[src/rtl/vga_scan_ctrl.sv]
// VGA raster timing generator: pixel-rate divider, line/frame counters and a
// registered sync/colour output stage that trails the scan position by one pixel.
module vga_scan_ctrl #(
  parameter int CLK_DIV  = 4,
  parameter int H_ACTIVE = 640,
  parameter int H_FP     = 16,
  parameter int H_SYNC   = 96,
  parameter int H_BP     = 48,
  parameter int V_ACTIVE = 480,
  parameter int V_FP     = 10,
  parameter int V_SYNC   = 2,
  parameter int V_BP     = 33
) (
  input  logic        clk,
  input  logic        clrn,
  input  logic [11:0] pix_color,
  output logic [9:0]  posX,
  output logic [8:0]  posY,
  output logic        hs,
  output logic        vs,
  output logic [3:0]  r,
  output logic [3:0]  g,
  output logic [3:0]  b,
  output logic        active,
  output logic        pix_en,
  output logic        frame_start,
  output logic [7:0]  frame_cnt
);

  localparam int DIV_W   = $clog2(CLK_DIV);
  localparam int H_TOTAL = H_ACTIVE + H_FP + H_SYNC + H_BP;
  localparam int V_TOTAL = V_ACTIVE + V_FP + V_SYNC + V_BP;

  localparam logic [DIV_W-1:0] DIV_LAST = DIV_W'(CLK_DIV - 1);
  localparam logic [9:0] H_LAST   = 10'(H_TOTAL - 1);
  localparam logic [9:0] V_LAST   = 10'(V_TOTAL - 1);
  localparam logic [9:0] H_VIS    = 10'(H_ACTIVE);
  localparam logic [9:0] V_VIS    = 10'(V_ACTIVE);
  localparam logic [9:0] HS_START = 10'(H_ACTIVE + H_FP);
  localparam logic [9:0] HS_END   = 10'(H_ACTIVE + H_FP + H_SYNC);
  localparam logic [9:0] VS_START = 10'(V_ACTIVE + V_FP);
  localparam logic [9:0] VS_END   = 10'(V_ACTIVE + V_FP + V_SYNC);

  logic [DIV_W-1:0] div;
  logic [9:0]       hcnt;
  logic [9:0]       vcnt;
  logic             h_wrap;
  logic             v_wrap;
  logic             vis;
  logic             raw_hs;
  logic             raw_vs;

  assign pix_en = (div == DIV_LAST);
  assign h_wrap = (hcnt == H_LAST);
  assign v_wrap = (vcnt == V_LAST);
  assign vis    = (hcnt < H_VIS) && (vcnt < V_VIS);
  assign raw_hs = !((hcnt >= HS_START) && (hcnt < HS_END));
  assign raw_vs = !((vcnt >= VS_START) && (vcnt < VS_END));

  assign posX = hcnt;
  assign posY = vcnt[8:0];

  // Scan position; the frame pulse lands in the clk where both counters read zero.
  always_ff @(posedge clk or negedge clrn) begin
    if (!clrn) begin
      div         <= '0;
      hcnt        <= '0;
      vcnt        <= '0;
      frame_start <= 1'b0;
      frame_cnt   <= '0;
    end else begin
      div         <= pix_en ? '0 : div + DIV_W'(1);
      frame_start <= 1'b0;
      if (pix_en) begin
        if (h_wrap) begin
          hcnt <= '0;
          if (v_wrap) begin
            vcnt        <= '0;
            frame_start <= 1'b1;
            frame_cnt   <= frame_cnt + 8'd1;
          end else begin
            vcnt <= vcnt + 10'd1;
          end
        end else begin
          hcnt <= hcnt + 10'd1;
        end
      end
    end
  end

  // Output stage captures the pixel being left, so it is one pixel behind posX/posY.
  always_ff @(posedge clk or negedge clrn) begin
    if (!clrn) begin
      hs     <= 1'b1;
      vs     <= 1'b1;
      active <= 1'b0;
      r      <= '0;
      g      <= '0;
      b      <= '0;
    end else if (pix_en) begin
      hs        <= raw_hs;
      vs        <= raw_vs;
      active    <= vis;
      {r, g, b} <= vis ? pix_color : 12'h000;
    end
  end

endmodule

[config.mk]
export PLATFORM = sky130hd
export DESIGN_NAME = vga_scan_ctrl
export DESIGN_NICKNAME = d
export VERILOG_FILES = /design/src/rtl/vga_scan_ctrl.sv
export SDC_FILE = /design/constraint.sdc
export NUM_CORES = 1
export LEC_CHECK = 0
export ABC_AREA = 1
export CAP_MARGIN = 20
export CORE_MARGIN = 3
export CORE_UTILIZATION = 50
export CTS_CLUSTER_SIZE = 14
export DETAILED_ROUTE_END_ITERATION = 7
export PLACE_DENSITY = 0.76
export SLEW_MARGIN = 25
export SYNTH_ARGS = -nofsm -noshare
export SYNTH_HDL_FRONTEND = slang
export SYNTH_SLANG_ARGS = --single-unit
[constraint.sdc]
create_clock -name clk -period 2.75 [get_ports clk]
set_input_delay 0.55 -clock clk [delete_from_list [all_inputs] [get_ports clk]]
set_output_delay 0.55 -clock clk [all_outputs]
set_load 0.005 [all_outputs]
## Word level (Yosys, flattened, before mapping)

Cells that the tools add are included.
Widths: inputs -> output; s select.

- Word-level logic and storage cells: 38
- Bits of input ports: 14
- Output and inout bits: 44
- Register bits after elaboration: 46

- Equality and inequality tests: 3
- Reductions and logical operators: 7
- Order comparisons: 6
- Muxes and demuxes: 7
- Add/sub/neg operators: 4

Operators with widths:

| operator | count |
|---|---|
| $add 10x1->10 const B | 2 |
| $eq 10x10->1 const B | 2 |
| $lt 10x10->1 const B | 2 |
| $lt 10x9->1 const B | 2 |
| $mux 10 | 2 |
| $mux 12 | 1 |
| $ge 10x10->1 const B | 1 |
| $ge 10x9->1 const B | 1 |
| $add 8x1->8 const B | 1 |
| $logic_and 1x1->1 | 3 |
| $mux 1 | 3 |
| $reduce_and 3->1 | 1 |
| $add 2x1->2 const B | 1 |
| $eq 2x2->1 const B | 1 |
| $logic_not 1->1 | 2 |
| $mux 2 | 1 |
| $reduce_and 2->1 | 1 |

## Longest topological paths before layout

- Word-level depth: 4
- Mapped depth: 9

## Least setup slack after synthesis

Ideal clock, no wire load.

- Path type: register -> register
- From: reg vcnt[0]
- To: reg frame_cnt[3]
- Slack: 1.306 ns
- Path buffers: 1
- Period minus slack after synthesis: 1.444 ns
- Data arrival time: 1.317 ns
- Cell stages (with the launch flop): 9
- Library setup time: 0.127 ns
- Data required time: 2.623 ns
- Cells stage by stage: dfrtp_1 -> inv_1 -> ha_1 -> nand2_1 -> nor2_2 -> nand4_4 -> nor2_4 -> buf_6 -> o21ai_0

- Cells in the longest elaborated chain, start to end: 2

Ends and longest elaborated chain:

| what | line | RTL |
|---|---|---|
| start: declaration | 46 | `logic [9:0] vcnt;` |
| start signal: assignment | 82 | `vcnt <= vcnt + 10'd1;` |
| $eq 10x10->1 | 55 | `assign v_wrap = (vcnt == V_LAST);` |
| $reduce_and 3->1 (no line) | n/a |  |
| end signal: assignment | 80 | `frame_cnt <= frame_cnt + 8'd1;` |
| end: declaration | 27 | `output logic [7:0] frame_cnt` |

Every way passes these cells.
A chain may end at the register's enable or synchronous reset.

## Worst setup path after layout

- From: reg div[0]
- To: out pix_en

- Cells in the longest elaborated chain, start to end: 1

Ends and longest elaborated chain:

| what | line | RTL |
|---|---|---|
| start: declaration | 44 | `logic [DIV_W-1:0] div;` |
| start signal: assignment | 72 | `div <= pix_en ? '0 : div + DIV_W'(1);` |
| $eq 2x2->1 | 53 | `assign pix_en = (div == DIV_LAST);` |
| end: declaration | 25 | `output logic pix_en,` |

Every way passes these cells.

==> PnR_summary.wiki <==
{| class="wikitable"
! Metric !! Value
|-
| Ant diodes || 0
|-
| Detailed-placement wirelength estimate || 3.64 mm
|-
| Placeable core region || 0.00450 mm²
|-
| Post-CTS Hold Fix Bufs || 0
|-
| Cell breakdown of the critical path || ha_1 -> clkdlybuf4s50_1
|-
| Clock buffer depth || 2
|-
| Layout cells sized above 1 || 7.47%
|-
| Final count of pins violating max slew || 0
|-
| Clock tree from TritonCTS || built
|-
| Fraction of registers with async set or reset after synthesis || 100%
|-
| FF+latch count, synth || 46
|-
| WP buf/inv || 1
|-
| Min setup slack post-route || 0.504 ns
|-
| Crit-path max cell delay || 0.59 ns
|-
| Most frequent cells in the layout || sky130_fd_sc_hd__nand2_1 (96), sky130_fd_sc_hd__clkdlybuf4s50_1 (56), sky130_fd_sc_hd__dfrtp_1 (44), sky130_fd_sc_hd__inv_1 (31), sky130_fd_sc_hd__nor2_1 (25)
|-
| Global-route wire length before repair || 8.07 mm
|-
| Boundary Pins || 58
|-
| Number of nets with antenna violations after routing || 0
|-
| Post-CTS Setup Inserts || 0
|-
| Clock input transition at the sequential cells of the worst setup and hold paths || 0.08 ns
|-
| Via count of the first global-routing pass || 1853
|-
| Share of the core filled with cells || 67.6%
|-
| Period minus WS final || 2.25 ns
|-
| Drt pass-1 iters || 4
|-
| Crit path launch type || register
|-
| Port Buffer Count || 57
|-
| Setup slack of the most critical reg-to-reg path || 0.79 ns
|-
| Via-per-instance ratio || 5.03
|-
| Aggregate global routing overflow || 0
|-
| Width of the die || 75.5 µm
|-
| Standard-cell rows || 24
|-
| Unrepaired setup endpoints after global routing || false
|-
| Syn Inst Count || 296
|-
| Capturing element type of the critical path || output port
|-
| FF-to-FF End || posX[7]
|-
| Most common library cell in the layout ignoring fill and taps || sky130_fd_sc_hd__nand2_1
|-
| Cells resized by post-CTS repair || 0
|-
| Average wire per standard cell || 12.1 µm
|-
| Total placed instance area || 0.00296 mm²
|-
| Sequential area share after synthesis || 47.8%
|-
| Number of buffers inserted during clock tree synthesis || 5
|-
| Period Utilization, post-route || 81.7%
|-
| Non-filler instance count after layout || 400
|-
| Largest delay contributor family on the critical path || buffers and inverters
|-
| Largest net degree at the start of global routing || 29
|-
| Relative max-transition margin || 69.7%
|-
| Max Clock Skew || 0.00768 ns
|-
| Startpoint of the lowest-slack register-to-register path || div[0]
|-
| Count of synthesis-stage warnings from yosys || 0
|-
| CTS sink count || 46
|-
| CP Data Required Time || 2.20 ns
|-
| Net count after synthesis || 316
|-
| Finish-stage setup viols || 0
|-
| Post-synthesis cell area || 0.00241 mm²
|-
| Total Negative Setup Slacks || 0 ns
|-
| GPL Wtd Cong || 0.878
|-
| Avg Synthesized Cell Area || 8.15 µm²
|-
| Pwr/cell area || 383 mW/mm²
|-
| Number of enable flip-flop cells after synthesis || 0
|-
| Drt first-iter violations || 77
|-
| Status || finished, final reports clean
|-
| DRC viols || 0
|-
| Number of antenna violations at the first check in global routing || 0
|-
| H-tree depth || 2
|-
| Total of max-cap violations || 0
|-
| Total non-filler cell area in the finished layout || 0.00305 mm²
|-
| Die H || 75.5 µm
|-
| Cell type of the slowest stage on the worst timing path || sky130_fd_sc_hd__clkdlybuf4s50_1
|-
| Overall via count from detail_route || 2013
|-
| Area added between synthesis and finish || 26.2%
|-
| Worst-margin pin slew || 0.455 ns
|-
| Crit path max fanout || 12
|-
| Clock insertion delay at the later pin of the skew report || 0.29 ns
|-
| Number of cells after detailed placement || 392
|-
| Static Leakage || 1.41 nW
|-
| Nets || 367
|-
| Die Area || 0.00569 mm²
|-
| CTS Root Cell || sky130_fd_sc_hd__clkbuf_8
|-
| Post-place setup slack || 0.819 ns
|-
| Starting density of the core || 53.6%
|-
| Worst path arrival time || 1.70 ns
|-
| Final hold violation count || 0
|-
| Library cells used by synthesis || 27
|-
| Sum of routed wire length over all layers || 4.84 mm
|-
| Register-to-Register Path Depth || 8
|-
| Category of the critical setup timing path || reg2out
|-
| Peak Freq || 445 MHz
|-
| Global-route usage over all layers || 18.2%
|-
| Worst min path class || in2async
|-
| Commonest register cell after synthesis || sky130_fd_sc_hd__dfrtp_1
|-
| Maximum vdd ir drop || 0.322 mV
|}
==> report_power, final <==
group | total (mW) | internal, mW | leakage, nW | switching, mW
clock | 0.417 | 0.205 | 0.0455 | 0.212
combinational | 0.0591 | 0.0347 | 0.774 | 0.0244
sequential | 0.689 | 0.685 | 0.588 | 0.00437
total | 1.17 | 0.925 | 1.41 | 0.240
==> sequential cells by signal (all words and copies together), names as in the netlist <==
signal / cells
div: 2
g: 4
r: 4
vcnt: 10
posX: 10
vs: 1
active: 1
hs: 1
frame_cnt: 8
frame_start: 1
b: 4
==> synth_stat cells (4+ instances only) <==
| master | count | share of area, % |
|---|---|---|
| sky130_fd_sc_hd__o21ai_0 | 15 | 3.1 |
| sky130_fd_sc_hd__nor3_1 | 4 | 0.83 |
| sky130_fd_sc_hd__dfrtp_1 | 44 | 46 |
| sky130_fd_sc_hd__buf_2 | 4 | 0.83 |
| sky130_fd_sc_hd__buf_4 | 10 | 3.1 |
| sky130_fd_sc_hd__nand3_1 | 21 | 4.4 |
| sky130_fd_sc_hd__nand2_1 | 96 | 15 |
| sky130_fd_sc_hd__xor2_1 | 10 | 3.6 |
| sky130_fd_sc_hd__inv_1 | 31 | 4.8 |
| sky130_fd_sc_hd__nor2_1 | 25 | 3.9 |
| sky130_fd_sc_hd__ha_1 | 6 | 3.1 |
==> kinds of logic (layout without fill, tap and decap cells) <==
kind of cell,count (synthesis),in the layout,share of synthesized area (%)
AOI/OAI and AO/OA,22,22,5.03
xor gates and xnor gates,10,10,3.63
adders and majority gates,6,6,3.11
buffers and inverters,48,100,9.54
DFF,46,46,47.8
and+or+nand+nor,164,164,30.9
==> layout make-up <==
cell class	instances	area, µm²
flip-flops and latches	46	1150
fillers	404	1460
repair buffers	60	588
inverters	32	120
well taps	52	65.1
multi-input cells	202	1030
clock buffers	8	90.1
==> how the worst max path moves through the flow <==
| stage | from | to | slack [ns] | cells after the start |
|---|---|---|---|---|
| global route | div[0] | pix_en | 0.40 | 2 |
| detailed placement | div[0] | posX[7] | 0.82 | 8 |
| finish | div[0] | pix_en | 0.50 | 2 |
| floorplan | vcnt[0] | frame_cnt[3] | 1.31 | 8 |
| CTS | div[0] | pix_en | 0.50 | 2 |
| global placement | div[0] | pix_en | 0.88 | 2 |
==> through the flow <==
step	power [mW]	hold WS, ns
finish	1.17	0.191
global route	1.21	0.211
CTS	1.18	0.198
detailed placement	0.763	0.434
global placement	0.762	0.412
floorplan	0.711	0.254
==> metal layers <==
layer	vias to the layer above	track usage, %	routed length (µm)
met5	-	0	0
li1	1024	-	-
met1	937	24.5	2230
met2	42	29.4	2350
met4	0	6.02	78
met3	10	3.69	190
==> worst register-to-register path: cells and delay by family, from the launching register on <==
kind | cells | cell delay (ns)
flip-flops | 1 | 0.37
AND/OR/NAND/NOR | 3 | 0.49
adder cells (fa/ha/maj) | 1 | 0.45
buffers and inverters | 3 | 0.41
XOR/XNOR | 1 | 0.15
No activity file was read; power rests on OpenSTA's default activity.
